--- src/rtl/display_scan_ctrl_pkg.sv ---
// ==========================================================================
// display_scan_ctrl_pkg -- scan FSM encodings and display constants
// Rev 1.0
// ==========================================================================
`default_nettype none

package display_scan_ctrl_pkg;

  typedef enum logic [0:0] {
    ST_BLANK = 1'b0,
    ST_SHOW  = 1'b1
  } scan_state_t;

  localparam logic [3:0] BCD_MAX = 4'd9;
  localparam logic [6:0] SEG_OFF = 7'b0;

endpackage

`default_nettype wire

--- src/rtl/display_scan_ctrl_bcd_digit.sv ---
// ==========================================================================
// bcd_digit -- one decade of the BCD counter, combinational carry out
// Rev 1.0
// ==========================================================================
`default_nettype none

module bcd_digit
  import display_scan_ctrl_pkg::*;
(
  input  logic       clk,
  input  logic       reset,
  input  logic       clr,
  input  logic       cin,
  output logic [3:0] q,
  output logic       cout
);

  assign cout = cin && (q == BCD_MAX);

  always_ff @(posedge clk) begin
    if (reset || clr) begin
      q <= 4'd0;
    end else if (cin) begin
      q <= (q == BCD_MAX) ? 4'd0 : q + 4'd1;
    end
  end

endmodule

`default_nettype wire

--- src/rtl/display_scan_ctrl_seg7.sv ---
// ==========================================================================
// seg7 -- BCD to seven-segment decoder (gfedcba, 1 = lit)
// Rev 1.0
// ==========================================================================
`default_nettype none

module seg7
  import display_scan_ctrl_pkg::*;
(
  input  logic [3:0] digit,
  output logic [6:0] seg
);

  always_comb begin
    seg = SEG_OFF;
    case (digit)
      4'd0: seg = 7'h3F;
      4'd1: seg = 7'h06;
      4'd2: seg = 7'h5B;
      4'd3: seg = 7'h4F;
      4'd4: seg = 7'h66;
      4'd5: seg = 7'h6D;
      4'd6: seg = 7'h7D;
      4'd7: seg = 7'h07;
      4'd8: seg = 7'h7F;
      4'd9: seg = 7'h6F;
      default: seg = SEG_OFF;
    endcase
  end

endmodule

`default_nettype wire

--- src/rtl/display_scan_ctrl.sv ---
// ==========================================================================
// display_scan_ctrl -- multi-digit BCD counter with multiplexed 7-seg scan
// Rev 1.0
// ==========================================================================
`default_nettype none

module display_scan_ctrl
  import display_scan_ctrl_pkg::*;
#(
  parameter int NUM_DIGITS   = 4,
  parameter int SCAN_DIV     = 2500,
  parameter int BLANK_CYCLES = 64
) (
  input  logic                    clk,
  input  logic                    reset,
  input  logic                    inc,
  input  logic                    clr,
  input  logic                    lzb_en,
  output logic [6:0]              seg_out,
  output logic [NUM_DIGITS-1:0]   an_out,
  output logic [4*NUM_DIGITS-1:0] count_bcd,
  output logic                    overflow
);

  localparam int IW = $clog2(NUM_DIGITS);
  localparam int CW = $clog2(SCAN_DIV);
  localparam logic [IW-1:0] IDX_LAST   = IW'(NUM_DIGITS - 1);
  localparam logic [CW-1:0] SLOT_LAST  = CW'(SCAN_DIV - 1);
  localparam logic [CW-1:0] BLANK_LAST = CW'(BLANK_CYCLES - 1);

  scan_state_t           state, state_n;
  logic [IW-1:0]         idx, idx_n;
  logic [CW-1:0]         slot_cnt, slot_cnt_n;
  logic [NUM_DIGITS:0]   carry;
  logic [3:0]            digit_q [NUM_DIGITS];
  logic [NUM_DIGITS-1:0] suppress;
  logic [3:0]            sel_digit;
  logic [6:0]            seg_dec;
  logic [NUM_DIGITS-1:0] an_n;
  logic [6:0]            seg_n;

  assign carry[0] = inc;

  for (genvar i = 0; i < NUM_DIGITS; i++) begin : g_digit
    bcd_digit u_digit (
      .clk   (clk),
      .reset (reset),
      .clr   (clr),
      .cin   (carry[i]),
      .q     (digit_q[i]),
      .cout  (carry[i+1])
    );
    assign count_bcd[4*i +: 4] = digit_q[i];

    // A digit is a leading zero when it and every more significant digit are 0.
    if (i == 0) begin : g_lsd
      assign suppress[i] = 1'b0;
    end else begin : g_upper
      assign suppress[i] = lzb_en && (count_bcd[4*NUM_DIGITS-1:4*i] == '0);
    end
  end

  // Decode from the next slot index so anode and segments land in the same cycle.
  assign sel_digit = digit_q[idx_n];

  seg7 u_seg7 (
    .digit (sel_digit),
    .seg   (seg_dec)
  );

  always_comb begin
    state_n    = state;
    idx_n      = idx;
    slot_cnt_n = slot_cnt + 1'b1;
    case (state)
      ST_BLANK: begin
        if (slot_cnt == BLANK_LAST) begin
          state_n = ST_SHOW;
          idx_n   = (idx == IDX_LAST) ? '0 : idx + 1'b1;
        end
      end
      ST_SHOW: begin
        if (slot_cnt == SLOT_LAST) begin
          state_n    = ST_BLANK;
          slot_cnt_n = '0;
        end
      end
    endcase

    an_n  = '0;
    seg_n = SEG_OFF;
    if (state_n == ST_SHOW && !suppress[idx_n]) begin
      an_n  = NUM_DIGITS'(1) << idx_n;
      seg_n = seg_dec;
    end
  end

  always_ff @(posedge clk) begin
    if (reset) begin
      state    <= ST_BLANK;
      idx      <= IDX_LAST;
      slot_cnt <= '0;
      an_out   <= '0;
      seg_out  <= SEG_OFF;
      overflow <= 1'b0;
    end else begin
      state    <= state_n;
      idx      <= idx_n;
      slot_cnt <= slot_cnt_n;
      an_out   <= an_n;
      seg_out  <= seg_n;
      overflow <= carry[NUM_DIGITS] && !clr;
    end
  end

endmodule

`default_nettype wire
--- config.mk ---
export PLATFORM = sky130hd
export DESIGN_NAME = display_scan_ctrl
export DESIGN_NICKNAME = d
export VERILOG_FILES = /design/src/rtl/display_scan_ctrl_pkg.sv /design/src/rtl/display_scan_ctrl_bcd_digit.sv /design/src/rtl/display_scan_ctrl_seg7.sv /design/src/rtl/display_scan_ctrl.sv
export SDC_FILE = /design/constraint.sdc
export NUM_CORES = 1
export LEC_CHECK = 0
export ABC_AREA = 0
export BUFFER_PORTS_ARGS = -buffer_cell sky130_fd_sc_hd__buf_2
export CAP_MARGIN = 0
export CORE_ASPECT_RATIO = 1.75
export CORE_UTILIZATION = 55
export DETAILED_ROUTE_END_ITERATION = 7
export PLACE_DENSITY_LB_ADDON = 0.1
export SLEW_MARGIN = 5
export SYNTH_ARGS = -nofsm -noshare
export SYNTH_HDL_FRONTEND = slang
export SYNTH_SLANG_ARGS = --single-unit
--- constraint.sdc ---
create_clock -name clk -period 3.6 [get_ports clk]
set_input_delay 0.18 -clock clk [delete_from_list [all_inputs] [get_ports clk]]
set_output_delay 0.18 -clock clk [all_outputs]
set_load 0.03 [all_outputs]
# After elaboration in Yosys (flattened, before gate mapping)
# Memory sizes are Yosys's and may differ from the RTL's. A register that Yosys moved wholly into a read port is not among the register bits.
# Index checks and enable logic that the tools add are counted.
[word_totals]
memories = 1
register_bits = 36
romBits = 112
word_cells = 62
[op_classes]
magnitude_cmp = 2
bitwise_logic = 3
n_eq_ne = 7
n_shift = 1
n_addsub = 6
n_reduce_logical = 16
muxes = 17
[memory_table]
columns = ["name", "words", "width", "rd", "rd_clocked_by_memory_dff", "wr", "line_no", "text"]
rows = [
  ["(name not given)", 16, 7, 1, 1, 0, "display_scan_ctrl_seg7.sv:16", "case (digit)"],
]
[op_table]
columns = ["operator", "n"]
rows = [
  ["$mux W12", 2],
  ["$mux W4", 6],
  ["$add A4 B1 Y4 const B", 4],
  ["$eq A4 B4 Y1 const B", 4],
  ["$add A12 B1 Y12 const B", 1],
  ["$eq A12 B12 Y1 const B", 1],
  ["$eq A12 B6 Y1 const B", 1],
  ["$logic_not A12 Y1", 1],
  ["$logic_and A1 B1 Y1", 9],
  ["$bmux W4 S2", 1],
  ["$logic_not A8 Y1", 1],
  ["$mux W2", 3],
  ["$logic_not A4 Y1", 1],
  ["$shl A1 B2 Y4 const A", 1],
  ["$ge A3 B3 Y1 const B", 1],
  ["$lt A2 B3 Y1 const B", 1],
  ["$mux W1", 3],
  ["$not A2 Y3", 1],
  ["$add A2 B1 Y2 const B", 1],
  ["$bmux W1 S2", 1],
  ["$eq A2 B2 Y1 const B", 1],
  ["$logic_not A1 Y1", 2],
  ["$not A1 Y1", 2],
  ["$pmux W1 S2", 1],
  ["2 further kinds", 2],
]

# Longest topological paths before layout
# Gate-level depths: netlist of run 1.
[depth]
ltp_word = 10
mapped_depth = 11

# Cells and area by module
# Synthesis of run 1 repeated with hierarchy kept, for this count alone.
[hier_totals]
hier_cells = 237
hier_area_um2 = 2324.7
[modules_own_cells]
columns = ["mod", "n_inst", "seq_area_each_um2", "cells_per_inst", "area_each_um2"]
rows = [
  ["display_scan_ctrl", 1, 540.5, 124, 1323.8],
  ["bcd_digit", 4, 80.1, 20, 192.7],
  ["seg7", 1, 0.0, 33, 230.2],
]

# Worst setup path after synthesis of run 1
# No wires, ideal clock.
[synth_path]
path_type = "register to register"
start = "register idx[1]"
end = "register seg_out[6]"
arrival_ps = 2905
setup_ps = 79
path_buffers = 1
synth_period_minus_slack_ps = 2984
path_stages_with_launch = 12
path_slack_ps = 616
path_cell_list = "dfxtp_1 > ha_1 > or4b_2 > or4_4 > and2_4 > buf_6 > o21ai_0 > mux2_4 > inv_2 > ha_1 > mux2_4 > a211oi_2"
[synth_via]
elab_chain_len = 10
[synth_rtl]
columns = ["element", "line_no", "text"]
rows = [
  ["start, declared", "display_scan_ctrl.sv:32", "logic [IW-1:0] idx, idx_n;"],
  ["start signal, assigned", "display_scan_ctrl.sv:108", "idx <= idx_n;"],
  ["$add A2 B1 Y2 / $eq A2 B2 Y1 (equally long branches)", "display_scan_ctrl.sv:79", "idx_n = (idx == IDX_LAST) ? '0 : idx + 1'b1;"],
  ["$mux W2", "display_scan_ctrl.sv:79", ""],
  ["$mux W2", "display_scan_ctrl.sv:77", "if (slot_cnt == BLANK_LAST) begin"],
  ["$mux W2 *", "display_scan_ctrl.sv:75", "case (state)"],
  ["$bmux W1 S2", "display_scan_ctrl.sv:92", "if (state_n == ST_SHOW && !suppress[idx_n]) begin"],
  ["$mux W1 (implied by the code)", "display_scan_ctrl.sv:92", ""],
  ["$logic_not A1 Y1", "display_scan_ctrl.sv:92", ""],
  ["$logic_and A1 B1 Y1", "display_scan_ctrl.sv:92", ""],
  ["$not A1 Y1 (no source line)", "n/a", ""],
  ["$reduce_or A2 Y1 (no source line)", "n/a", ""],
  ["end, declared", "display_scan_ctrl.sv:19", "output logic [6:0] seg_out,"],
]
# Mark *: on every way between the ends. The rest lies on a longest branch, timed or not. The select of a mux whose other input is x is not followed.
# A chain may end at the register's enable or synchronous reset.

# Final worst setup path of run 1
[layout_path]
start = "register idx[0]"
end = "register seg_out[1]"
# Same word-level chain as after synthesis.

==> results of run 1 <==
==> metrics by stage <==
stage / std cells / setup WS (ps) / power [mW] / hold WS, ps
floorplan: 239 / 616 / 0.507 / 265
detailed placement: 310 / 570 / 0.515 / 440
finish: 318 / 555 / 0.839 / 142
global placement: 310 / 640 / 0.514 / 445
global route: 318 / 378 / 0.864 / 162
CTS: 318 / 543 / 0.843 / 138
==> cell usage in the layout (no fill, tap or decap), types with 2 or more instances in the layout <==
cell type	count
or4_4	2
mux2_4	2
nor2b_1	6
buf_2	32
ha_1	5
nor4_1	5
o21ai_0	11
nand2b_1	6
and3_1	4
nor3_1	8
clkbuf_8	7
inv_1	6
nand4_1	2
nor2_1	28
dfxtp_1	43
buf_4	2
or4b_2	2
a21oi_1	18
mux2i_1	4
mux2_2	2
or3_1	4
a32oi_1	2
xor2_1	10
nor3b_1	4
or2_2	2
nand3_1	9
xnor2_1	6
nand2_1	19
==> synthesized netlist by cell type, drive strengths merged, types with 4 or more instances <==
cell type	number	area share
xnor2	6	0.025
dfxtp	43	0.41
nor4	6	0.025
nor2b	6	0.018
a21oi	19	0.047
mux2	4	0.025
and3	4	0.012
clkbuf	7	0.012
xor2	10	0.042
nor2	28	0.050
nand2	19	0.034
or3	4	0.012
inv	7	0.012
nor3b	4	0.014
mux2i	4	0.019
nand2b	6	0.018
o21ai	11	0.026
nor3	8	0.019
ha	5	0.030
nand3	9	0.021
==> routing by layer <==
layer,share of wire,routed length [um]
met2,0.53,2350
met1,0.41,1780
met5,0,0
met4,0.028,123
met3,0.033,144
==> registers in the layout, summed over array words and instances (netlist names) <==
| name | count |
|---|---|
| an_out | 4 |
| g_digit.u_digit.q | 16 |
| idx | 2 |
| overflow | 1 |
| seg_out | 7 |
| slot_cnt | 12 |
| state | 1 |
==> final cells by class <==
type                       instances  area (um2)  share of cell area
clock buffer                       8         100              0.0419
inverter                           7        26.3              0.0110
multi-input combinational        180        1170               0.489
sequential                        43         861               0.360
tap                               46        57.6              0.0241
timing repair buffer              34         175              0.0733
==> worst max-delay path by stage <==
stage | end | slack (ps) | cells after the start | from
6_report | seg_out[1] | 560 | 10 | idx[0]
5_1_grt | seg_out[1] | 380 | 10 | idx[0]
4_1_cts | seg_out[6] | 540 | 10 | idx[0]
3_5_place_dp | seg_out[6] | 570 | 10 | idx[0]
3_3_place_gp | seg_out[6] | 640 | 10 | idx[1]
2_1_floorplan | seg_out[6] | 620 | 11 | idx[1]
==> cells by family after synthesis <==
group | Yosys count
fa+ha+maj | 5
buf+inv | 16
xor+xnor | 16
mux | 8
simple gates | 108
compound gates | 43
flops | 43
==> power groups by stage <==
stage               combinational, mW  sequential (mW)  clock [mW]
finish                         0.0201            0.483       0.336
global route                   0.0231            0.484       0.357
CTS                            0.0203            0.483       0.339
detailed placement             0.0202            0.494           0
global placement               0.0200            0.494           0
floorplan                      0.0126            0.495           0
==> worst max-delay path, stage by stage (launching register included) <==
cell and delay [ps]:
dfxtp_1 340, ha_1 280, or4b_2 570, or4_4 470, nand2_1 190, nand2_1 80, a32oi_1 450, inv_1 120
ha_1 300, nand2_1 60, a21oi_1 60
==> results.cfg, run 1 <==
[run_status]
outcome = completed

[drt]
routed_via_density = 5.73
drt-wirelength-per-cell_um = 13.8
drc = 0
wl_um = 4400
drt_first_pass_iters = 4
drtIter0Drc = 45
via_count = 1823
postRouteAntennaNets = 0

[final_layout]
final_net_count = 281
layout-drive-gt1-share = 0.213
diodes = 0
final_area_mm2 = 0.00239
syn_to_final_growth_pct = 13.5
fin_util = 0.658
fillers = 343

[synth]
synth-async-reset-ratio = 0
muxShareOfSynthArea = 0.0440
synth.avg_cell_area_um2 = 8.81
synthAdderAreaFrac = 0.0297
synth-warning-count = 0
synthSimpleGateAreaFrac = 0.279
synth_top_family_by_area = simple AND/OR/NAND/NOR gates
netlist_instances = 239
yosysSeqAreaShare = 0.409
syn-num-nets = 249
synth-compound-area-share = 0.136
synth_ff_type = dfxtp_1
synth_edf_count = 0
ys_ff_latch = 43
synth.distinct_cells = 47
synth-xor-area-share = 0.0666
synth_area_mm2 = 0.00210

[placed_design]
placedInstanceArea_mm2 = 0.00229
portBuffers = 32
globalplace.congestion = 0.796
dp_hpwl_um = 3180

[cts]
clk-insertion-delay-late_ps = 290
cts_root_buf = clkbuf_8
postCtsSetupBuffers = 0
clkSlewWorstSetupHoldPaths_ps = 80
cts_hold_buf = 0
cts_htree_levels = 2
cts_buffers = 5
cts_resized = 0
clock_path_buffers = 2
cts_tree = done
cts.sinks = 43

[floorplanning]
coreArea_mm2 = 0.00363
die_h_um = 83.8
start_util = 0.580
design.die.area_mm2 = 0.00409
ios = 33
fp-row-count = 29
fp.dieW_um = 48.8

[hold_path]
holdPathStages = 2
hp-start = reset
hp-class = in -> reg
whs_endpoint = state

[pwr]
p_seq_frac = 0.576
ir_drop_v = 0.000240
intPower_mw = 0.662
total_leakage_power_nw = 0.979
p_per_area_mw_per_mm2 = 351
switching_share = 0.212
comb_power_share = 0.024
p_switching_mw = 0.178
clkPwrFrac = 0.400

[sta]
fin_skew_ps = 7.88
fmax_mhz = 328
maxSlewViolCount = 0
tightest_slew_ps = 627
slew_headroom = 0.581
rsz0062_at_grt = false
tns_ps = 0
period_minus_slack_ps = 3040
hold_viol = 0
setup_violations = 0
fin_crit_sh = 0.846

[global_route]
use_met2 = 0.427
overflow = 0
grt_pass1_wl_um = 7430
grtUsageMet1 = 0.242
busiest_layer = met2
grt_usage = 0.232
grt_start_max_net_pins = 18
gr-usage-met3 = 0.0492
grt_pass1_vias = 1701
antenna_found_initial = 0

[setup_path]
ff2ff_path_depth = 10
critical_path_class = reg -> reg
r2r_start = idx[0]
worst_setup_path_end_kind = flop
worst_ep_required_time_ps = 3780
reg2reg_setup_slack_ps = 560
r2r-end = seg_out[1]
critPathLaunchType = flop
critPathMaxFanout = 6
cp.arrival_ps = 3230

[run]
maxCapViolCount = 0
No activity file was read; power rests on OpenSTA's default activity.
==> run 2, diff against run 1 <==
--- a/config.mk
+++ b/config.mk
@@ -9,7 +9,7 @@
 export BUFFER_PORTS_ARGS = -buffer_cell sky130_fd_sc_hd__buf_2
 export CAP_MARGIN = 0
 export CORE_ASPECT_RATIO = 1.75
-export CORE_UTILIZATION = 55
+export CORE_UTILIZATION = 50
 export DETAILED_ROUTE_END_ITERATION = 7
 export PLACE_DENSITY_LB_ADDON = 0.1
 export SLEW_MARGIN = 5
==> constraint.sdc (replaced) <==
create_clock -name clk -period 2.6 [get_ports clk]
set_input_delay 0.13 -clock clk [delete_from_list [all_inputs] [get_ports clk]]
set_output_delay 0.13 -clock clk [all_outputs]
set_load 0.03 [all_outputs]
==> run 2 against run 1 <==
  * The run now ends with setup timing left
  * Fmax is 11% higher
  * Die area up 9.7%
  * Register-to-register slack worse by 700 ps
  * First-iteration DRC count unchanged
  * Flip-flop and latch count unchanged
  * Cell count rose by 15%
  * Setup slack got worse by 700 ps
  * Via count is 7.2% higher
  * Final area increased by 21%
  * Non-clock buffer count rose by 45
  * Worst hold slack got worse by 49 ps
  * Largest cell class unchanged
  * Largest power group unchanged
==> results.cfg, run 2 (same netlist as run 1, synthesis figures left out) <==
[pwr]
p_per_area_mw_per_mm2 = 403
ir_drop_v = 0.000390
power_mw = 1.16
total_leakage_power_nw = 1.22

[sta]
setup_ws_ps = -143
setup_violations = 9
maxSlewViolCount = 0
period_minus_slack_ps = 2740
fin_skew_ps = 5.33
fin_crit_sh = 1.05
hold_viol = 0
whs_ps = 93.1
slew_headroom = 0.719
fmax_mhz = 365
rsz0062_at_grt = true
tightest_slew_ps = 418

[cts]
cts_tree = done
cts_htree_levels = 2
clkSlewWorstSetupHoldPaths_ps = 70
clock_path_buffers = 2
cts_buffers = 5
clk-insertion-delay-late_ps = 300
cts.sinks = 43
cts_root_buf = clkbuf_8

[floorplanning]
fp-row-count = 30
ios = 33
start_util = 0.534
fp.dieW_um = 51.0
coreArea_mm2 = 0.00394
die_h_um = 87.8
design.die.area_mm2 = 0.00448

[run_status]
outcome = finished, violations left
failed_checks = setup timing

[drt]
via_count = 1955
drt-wirelength-per-cell_um = 14.1
wl_um = 5160
routed_via_density = 5.36
postRouteAntennaNets = 0
drt_first_pass_iters = 4
drtIter0Drc = 45
drc = 0

[placed_design]
portBuffers = 32
dp_cells = 346
placedInstanceArea_mm2 = 0.00258
globalplace.congestion = 0.907
dp_hpwl_um = 3570

[setup_path]
worst_ep_required_time_ps = 2810
critical_path_class = reg -> reg
cp.arrival_ps = 2950
critPathLaunchType = flop
worst_setup_path_end_kind = flop
critPathMaxFanout = 4

[final_layout]
diodes = 0
largestRegisters = g_digit.u_digit.q: 16 flops, slot_cnt: 12 flops, seg_out: 7 flops
multi_input_area_mm2 = 0.00130
final_cell_mix = buf_4, dfxtp_1, buf_2, nor2_1, nand2_1
fin_cells = 365
fillers = 315
final_common_cell = buf_4
layout-drive-gt1-share = 0.397
final_net_count = 326
syn_to_final_growth_pct = 37.3
final_area_mm2 = 0.00289
seq_area_um2 = 863
fin_util = 0.733
largest_register_ffs = 16
top_register = g_digit.u_digit.q

[run]
maxCapViolCount = 0

[hold_path]
hp-class = in -> reg

[global_route]
grt_pass1_wl_um = 8230
grt_pass1_vias = 1893
grt_usage = 0.242
grt_start_max_net_pins = 18
overflow = 0
antenna_found_initial = 0
run 2: through the flow:
stage / setup slack, ps / TNS, ps
after detailed placement: -228 / -1250
final: -143 / -905
after CTS: -115 / -547
after global placement: -189 / -1000
after global routing: -228 / -1700
after floorplan: -240 / -997
run 2: what timing repair did:
item,4_1_cts,5_1_grt
pin swaps,10,3
setup buffers,8,3
endpoints found under the setup margin,9,9
resized for setup,20,7
hold buffers,0,0
run 2: path summary, 6_finish.rpt:
| path | startpoint | endpoint | slack, ps | cells past startpoint |
|---|---|---|---|---|
| max reg2reg | idx[0] | seg_out[2] | -140 | 11 |
| min | reset | idx[0] | 90 | 2 |
| min reg2reg | slot_cnt[0] | slot_cnt[0] | 530 | 2 |
| max | idx[0] | seg_out[2] | -140 | 11 |
run 2: area by class of cell:
| class | instances | share of cell area |
|---|---|---|
| inverters | 7 | 0.00996 |
| flip-flops and latches | 43 | 0.299 |
| repair buffers | 79 | 0.187 |
| well taps | 48 | 0.0208 |
| clock buffers | 8 | 0.0346 |
| multi-input cells | 180 | 0.449 |
run 2: worst max-delay path, cell delays in order, from the launching register on:
cell	delay, ps
dfxtp_2	330
ha_1	250
or4b_4	440
or4_4	450
buf_4	160
nand2_4	60
buf_6	110
nand2_4	50
a32o_2	310
buf_12	140
buf_6	110
a311oi_2	230
run 2: layer usage:
| layer | GRT usage | vias up | part of all wire |
|---|---|---|---|
| met4 | 0.141 | 0 | 0.030 |
| li1 | - | 995 | - |
| met3 | 0.0469 | 13 | 0.023 |
| met1 | 0.249 | 915 | 0.40 |
| met5 | 0 | - | 0 |
| met2 | 0.441 | 32 | 0.54 |
run 2: power breakdown:
group	leakage (nW)	total [mW]	switching, mW	internal, mW
clock network	0.0515	0.463	0.220	0.242
logic	0.825	0.0357	0.0209	0.0148
registers	0.346	0.666	0.00299	0.663
